--- src/rtl/knn_distance_stream.sv ---
// Streaming two-stage distance unit: |p-q| per beat, then square-or-pass and accumulate
// DIMENSION beats into one squared-Euclidean or Manhattan distance on a valid/ready output.
module knn_distance_stream #(
  parameter int unsigned SIZE      = 32,
  parameter int unsigned DIMENSION = 3,
  parameter int unsigned ACC_W     = 2 * SIZE + $clog2(DIMENSION)
) (
  input  logic             clk,
  input  logic             rst,
  input  logic             in_valid,
  output logic             in_ready,
  input  logic [SIZE-1:0]  in_p,
  input  logic [SIZE-1:0]  in_q,
  input  logic             in_mode,
  output logic             out_valid,
  input  logic             out_ready,
  output logic [ACC_W-1:0] dst,
  output logic             dst_mode
);

  localparam int unsigned CntW = (DIMENSION > 1) ? $clog2(DIMENSION) : 1;
  localparam logic [CntW-1:0] CntLast = CntW'(DIMENSION - 1);

  logic [CntW-1:0]   cnt_q, cnt_d;
  logic              vec_mode_q, vec_mode_d;
  logic [SIZE-1:0]   s1_diff_q, s1_diff_d;
  logic              s1_valid_q, s1_valid_d;
  logic              s1_first_q, s1_first_d;
  logic              s1_last_q, s1_last_d;
  logic              s1_mode_q, s1_mode_d;
  logic [ACC_W-1:0]  acc_q, acc_d;
  logic [ACC_W-1:0]  dst_q, dst_d;
  logic              dst_mode_q, dst_mode_d;
  logic              out_valid_q, out_valid_d;

  logic              stall;
  logic              accept;
  logic              beat_first;
  logic              beat_last;
  logic              cur_mode;
  logic [SIZE-1:0]   diff;
  logic [2*SIZE-1:0] square;
  logic [2*SIZE-1:0] term;
  logic [ACC_W-1:0]  sum;
  logic              s2_fire;

  always_comb begin
    stall      = out_valid_q && !out_ready;
    in_ready   = !stall;
    accept     = in_valid && in_ready;
    beat_first = (cnt_q == '0);
    beat_last  = (cnt_q == CntLast);
    // Mode is latched on beat 0 and held for the rest of the vector.
    cur_mode   = beat_first ? in_mode : vec_mode_q;
    diff       = (in_p >= in_q) ? (in_p - in_q) : (in_q - in_p);
    square     = {{SIZE{1'b0}}, s1_diff_q} * {{SIZE{1'b0}}, s1_diff_q};
    term       = s1_mode_q ? {{SIZE{1'b0}}, s1_diff_q} : square;
    sum        = (s1_first_q ? '0 : acc_q) + ACC_W'(term);
    s2_fire    = !stall && s1_valid_q;
  end

  always_comb begin
    cnt_d       = cnt_q;
    vec_mode_d  = vec_mode_q;
    s1_diff_d   = s1_diff_q;
    s1_valid_d  = s1_valid_q;
    s1_first_d  = s1_first_q;
    s1_last_d   = s1_last_q;
    s1_mode_d   = s1_mode_q;
    acc_d       = acc_q;
    dst_d       = dst_q;
    dst_mode_d  = dst_mode_q;
    out_valid_d = out_valid_q;

    if (accept) begin
      cnt_d = beat_last ? '0 : cnt_q + CntW'(1);
      if (beat_first) vec_mode_d = in_mode;
    end

    if (!stall) begin
      s1_valid_d = accept;
      if (accept) begin
        s1_diff_d  = diff;
        s1_first_d = beat_first;
        s1_last_d  = beat_last;
        s1_mode_d  = cur_mode;
      end
    end

    if (s2_fire) begin
      acc_d = sum;
    end

    // A completion on the same edge as a handoff keeps out_valid high (no bubble).
    if (s2_fire && s1_last_q) begin
      dst_d       = sum;
      dst_mode_d  = s1_mode_q;
      out_valid_d = 1'b1;
    end else if (out_valid_q && out_ready) begin
      out_valid_d = 1'b0;
    end
  end

  always_ff @(posedge clk) begin
    if (rst) begin
      cnt_q       <= '0;
      vec_mode_q  <= 1'b0;
      s1_diff_q   <= '0;
      s1_valid_q  <= 1'b0;
      s1_first_q  <= 1'b0;
      s1_last_q   <= 1'b0;
      s1_mode_q   <= 1'b0;
      acc_q       <= '0;
      dst_q       <= '0;
      dst_mode_q  <= 1'b0;
      out_valid_q <= 1'b0;
    end else begin
      cnt_q       <= cnt_d;
      vec_mode_q  <= vec_mode_d;
      s1_diff_q   <= s1_diff_d;
      s1_valid_q  <= s1_valid_d;
      s1_first_q  <= s1_first_d;
      s1_last_q   <= s1_last_d;
      s1_mode_q   <= s1_mode_d;
      acc_q       <= acc_d;
      dst_q       <= dst_d;
      dst_mode_q  <= dst_mode_d;
      out_valid_q <= out_valid_d;
    end
  end

  assign out_valid = out_valid_q;
  assign dst       = dst_q;
  assign dst_mode  = dst_mode_q;

endmodule
--- config.mk ---
export PLATFORM = sky130hd
export DESIGN_NAME = knn_distance_stream
export DESIGN_NICKNAME = d
export VERILOG_FILES = /design/src/rtl/knn_distance_stream.sv
export SDC_FILE = /design/constraint.sdc
export NUM_CORES = 2
export LEC_CHECK = 0
export CORE_ASPECT_RATIO = 1.25
export CORE_UTILIZATION = 38
export CTS_CLUSTER_SIZE = 25
export DETAILED_ROUTE_END_ITERATION = 8
export HOLD_SLACK_MARGIN = 0.15
export PLACE_DENSITY = 0.59
export SETUP_SLACK_MARGIN = 0.15
export SKIP_LAST_GASP = 1
export SYNTH_ARGS = -nofsm -noshare
export SYNTH_HDL_FRONTEND = slang
export SYNTH_SLANG_ARGS = --single-unit
--- constraint.sdc ---
create_clock -name clk -period 14.65 [get_ports clk]
set_clock_uncertainty 0.2 [all_clocks]
set_input_delay 1.465 -clock clk [delete_from_list [all_inputs] [get_ports clk]]
set_output_delay 1.465 -clock clk [all_outputs]
set_load 0.02 [all_outputs]
* Yosys cells after proc, flatten, opt, wreduce, memory -nomap -nowiden
Index checks and enable logic that the tools add are counted.
** Word-level totals
- Logic and storage cells :: 36
- Register bits :: 173
- Output and inout port bits :: 69
- Input bits :: 69
** Cells by class
- Magnitude comparators :: 1
- $mul :: 1
- Equal/unequal tests :: 1
- Reduce and logical (&&, ||, !) cells :: 10
- $add $sub $neg :: 4
- Bitwise logic cells :: 1
- Multiplexer cells :: 7
** Operators by type and width (number)
- 66-bit by 64-bit adder with 66-bit output :: 1
- 66-bit 2-to-1 mux :: 1
- 32-bit by 32-bit multiplier with 64-bit output :: 1
- 64-bit 2-to-1 mux :: 1
- 32-bit subtractor :: 2
- 32-bit >= comparator :: 1
- 32-bit 2-to-1 mux :: 1
- 1-bit logical AND :: 5
- 1-bit 2-to-1 mux :: 3
- 2-bit by 1-bit adder with 2-bit output, second input constant :: 1
- 2-bit == test, second input constant :: 1
- 1-bit logical NOT :: 2
- 2-bit logical NOT :: 1
- 2-bit 2-to-1 mux :: 1
- 2-bit AND reduction :: 1
- 2-bit nonzero test :: 1
- 1-bit NOT :: 1

* Logic depth before layout (Yosys ltp)
- Depth after elaboration :: 6
- Depth in mapped cells :: 41
- Mapped depth without buffers :: 38

* Least setup slack after synthesis
OpenSTA, ideal clock, no wires.
- Path kind :: register to register
- Start point :: reg s1_diff_q[4]
- End point :: reg acc_q[49]
- Cell stages (with the launch flop) :: 38
- Setup time :: 64 ps
- Arrival :: 9386 ps
- Path slack :: 5000 ps
- Cells stage by stage :: dfxtp_1 -> clkbuf_1 -> clkbuf_1 -> nand2_1 -> fa_1 -> inv_1 -> fa_1 -> inv_1 -> fa_1 -> fa_1 -> inv_1 -> fa_1 -> inv_1 -> fa_1 -> inv_1 -> fa_1 -> fa_1 -> ha_1 -> [2 not listed] -> o21ai_0 -> or2_2 -> o31ai_1 -> o21a_1 -> o21ai_0 -> xnor2_1 -> o21ai_0 -> ha_1 -> clkbuf_1 -> a21oi_1 -> o21bai_1 -> a21o_1 -> a221o_1 -> a31o_2 -> a21oi_2 -> o31ai_1 -> or4_1 -> nand4_1
** Between the ends
- Longest elaborated chain between the ends :: 3
** Ends and longest elaborated chain
- start: declaration :: RTL line 26 : logic [SIZE-1:0] s1_diff_q, s1_diff_d;
- start signal: assignment :: RTL line 120 : s1_diff_q <= s1_diff_d;
- 32-bit by 32-bit multiplier with 64-bit output :: RTL line 56 : square = {{SIZE{1'b0}}, s1_diff_q} * {{SIZE{1'b0}}, s1_diff_q};
- 64-bit 2-to-1 mux * :: RTL line 57 : term = s1_mode_q ? {{SIZE{1'b0}}, s1_diff_q} : square;
- 66-bit by 64-bit adder with 66-bit output * :: RTL line 58 : sum = (s1_first_q ? '0 : acc_q) + ACC_W'(term);
- end signal: assignment :: RTL line 113 : acc_q <= '0;
- end signal: assignment :: RTL line 125 : acc_q <= acc_d;
- end: declaration :: RTL line 31 : logic [ACC_W-1:0] acc_q, acc_d;
Mark *: on every way between the ends. The rest lies on a longest branch, timed or not.
A chain may end at the register's enable or synchronous reset.

* Worst setup path after layout
- Start point :: reg s1_diff_q[7]
- End point :: reg acc_q[63]
Same word-level chain as after synthesis.

==> flow_metrics.py <==
metrics = {
    "cells_and_area": {
        "layout_commonest_cell": "inv_1",
        "finalNetCount": 6489,
        "syn2layout_area_growth_pct": 7.03,
        "drive_gt1_share_pct": 2.47,
        "final_cell_mix": "inv_1, fa_1, nand2_1",
        "n_antenna_cell": 0,
    },
    "detailed_routing": {
        "drt_wl_total_um": 133000,
        "antenna_left": 0,
        "firstDrtPassIters": 5,
        "via_per_inst": 5.27,
        "drc": 0,
        "vias": 35300,
        "drt_iter0_markers": 2306,
        "wire_per_inst_um": 19.9,
    },
    "grt": {
        "grt_max_degree": 78,
        "grt_first_pass_wirelength_um": 214000,
        "grt_usage_pct": 23.5,
        "grt_pass1_vias": 37800,
        "antenna_found_initial": 5,
        "overflow": 0,
    },
    "clocking": {
        "htree_num_levels": 4,
        "cts.sinks": 171,
        "cts_hold_repair.buffers": 0,
        "tritoncts": "done",
        "clockRootBuffer": "clkbuf_16",
        "insertion_delay_ns": 0.48,
        "post_cts_buffers": 0,
        "clkTransAtPathRegs_ns": 0.08,
        "cts_repair_resize_count": 0,
        "cts_buffers": 17,
        "clock_path_buffers": 2,
    },
    "synth": {
        "syn-num-nets": 6562,
        "yosysSeqAreaShare_pct": 7.79,
        "ys_types": 84,
        "ys_warn_count": 0,
        "synth-seq-cells": 171,
        "synth_enable_flop_cells": 0,
        "ys_async_sr_fraction_pct": 0,
        "synthCells": 5283,
        "ys.flop_type": "dfxtp_1",
        "postSynthAreaPerCell_um2": 8.32,
        "syn-cell-area_um2": 44000,
    },
    "sta": {
        "setup_tns_ns": 0,
        "tightest_slew_ns": 1.10,
        "fmax_ghz": 0.0853,
        "fin_crit_sh_pct": 80.0,
        "relSlewSlack_pct": 26.7,
        "setup_violations": 0,
        "timing_max_transition_violations_final": 0,
        "fin_crit_ns": 11.72,
        "final-hold-violation-count": 0,
        "rsz0062_at_grt": "no",
    },
    "critical_path": {
        "critPathKind": "reg2reg",
        "critPathRequiredTime_ns": 14.82,
        "critical_path_arrival_ns": 11.89,
        "path_max_fanout": 19,
        "cpMaxStageDelayCell": "dfxtp_1",
        "max_stage_delay_ns": 0.68,
        "worstSetupStartpointType": "register",
        "critPathLaunch": "s1_diff_q[7]",
        "end_kind": "register",
        "worstReg2RegStart": "s1_diff_q[7]",
        "cpMostUsedCell": "fa_1",
        "worst_r2r_path_depth": 39,
    },
    "floorplan": {
        "ios": 138,
        "die_h_um": 382,
        "rows": 139,
        "fp.dieW_um": 306,
        "core_um2": 115000,
        "initial_utilization_pct": 38.3,
        "dieArea_um2": 117000,
    },
    "place": {
        "hpwl_um": 106000,
        "routabilityCongestion": 0.956,
        "port_buffers": 137,
    },
    "worst_hold_path": {
        "min_from": "acc_q[62]",
        "hold_class": "reg2reg",
        "worstHoldPathCells": 2,
    },
    "run": {
        "drv_cap": 0,
    },
    "status": {
        "status": "finished, final reports clean",
    },
}
logic make-up (layout without fill, tap and decap cells):
logic type,count (synthesis),after routing,synth area share (%)
DFF,171,171,7.79
AOI/OAI and AO/OA,891,891,12.9
adders and majority gates,1210,1210,48.3
and+or+nand+nor,1456,1456,15.6
buffers and inverters,1384,1323,12.0
muxes,25,25,0.584
xor gates and xnor gates,146,146,2.91
cell usage after synthesis, drive strengths merged (5+ instances only):
library cell,n,area (um2)
inv,1102,4140
fa,810,16200
nand2,644,2420
ha,400,5000
a21oi,331,1660
clkbuf,233,875
nor2,230,863
and2,203,1270
dfxtp,171,3420
o21ai,157,797
a21o,137,1030
nor2b,97,607
xnor2,90,788
nand3,81,405
nand4,61,397
xor2,56,490
a211oi,46,355
buf,46,239
o21bai,38,285
nor3,36,185
a31oi,25,156
and3,25,156
nand2b,22,138
mux2i,20,200
o31ai,20,155
o21a,19,143
o211ai,13,97.6
o311ai,11,111
or2,11,68.8
nor4,10,62.6
or4,10,75.1
o2111ai,9,78.8
or3,9,56.3
a221oi,8,76.3
and4,8,70.1
a211o,7,61.3
a21boi,7,52.6
a221o,7,70.1
o31a,6,52.6
a311o,5,50.1
a32oi,5,43.8
mux2,5,56.3
sequential cells by signal, indices dropped and copies added, names as in the netlist, named ones only:
name / flops
s1_valid_q: 1
dst: 66
dst_mode: 1
out_valid: 1
s1_last_q: 1
acc_q: 66
cnt_q: 2
s1_diff_q: 32
stage by stage:
step | setup WS (ns) | hold slack, ns | instances | util (%) | instance area [um2]
floorplan | 5.00 | 0.217 | 5283 | - | 44000
global placement | 3.11 | 0.232 | 6671 | 40.5 | 46500
detailed placement | 2.99 | 0.235 | 6671 | 40.5 | 46500
CTS | 2.96 | 0.253 | 6702 | 41.0 | 47000
global route | 2.44 | 0.271 | 6702 | 41.0 | 47000
finish | 2.93 | 0.249 | 6702 | 41.0 | 47000
worst max-delay path: cells and delay by family, from the launching register on:
family	cells	cell delay [ns]
adder cells (fa/ha/maj)	10	4.95
AO/OA/AOI/OAI	12	3.09
buffers and inverters	8	1.36
AND/OR/NAND/NOR	7	1.00
flip-flops	1	0.68
XOR/XNOR	1	0.19
multiplexers	1	0.09
final timing paths:
kind / slack, ns / to
worst max-delay path: 2.93 / acc_q[63]
worst max register to register: 2.93 / acc_q[63]
worst min-delay path: 0.25 / acc_q[62]
worst min register to register: 0.25 / acc_q[62]
per-layer routing:
| metal | GRT usage (%) | part of all wire (%) |
|---|---|---|
| met1 | 29.0 | 41 |
| met2 | 41.3 | 50 |
| met3 | 2.30 | 4.3 |
| met4 | 10.9 | 5.1 |
| met5 | 0 | 0.0082 |
cell type report:
| class | count | area, um2 |
|---|---|---|
| Clock buffer | 17 | 425 |
| Clock inverter | 14 | 151 |
| Fill cell | 11800 | 67700 |
| Inverter | 1105 | 4150 |
| Multi-Input combinational cell | 3728 | 35300 |
| Sequential cell | 171 | 3430 |
| Tap cell | 1480 | 1850 |
| Timing Repair Buffer | 187 | 1760 |
Power is left out: the tool's default activity adds up to more than one toggle a clock period on the data nets, which glitch-free logic cannot reach.
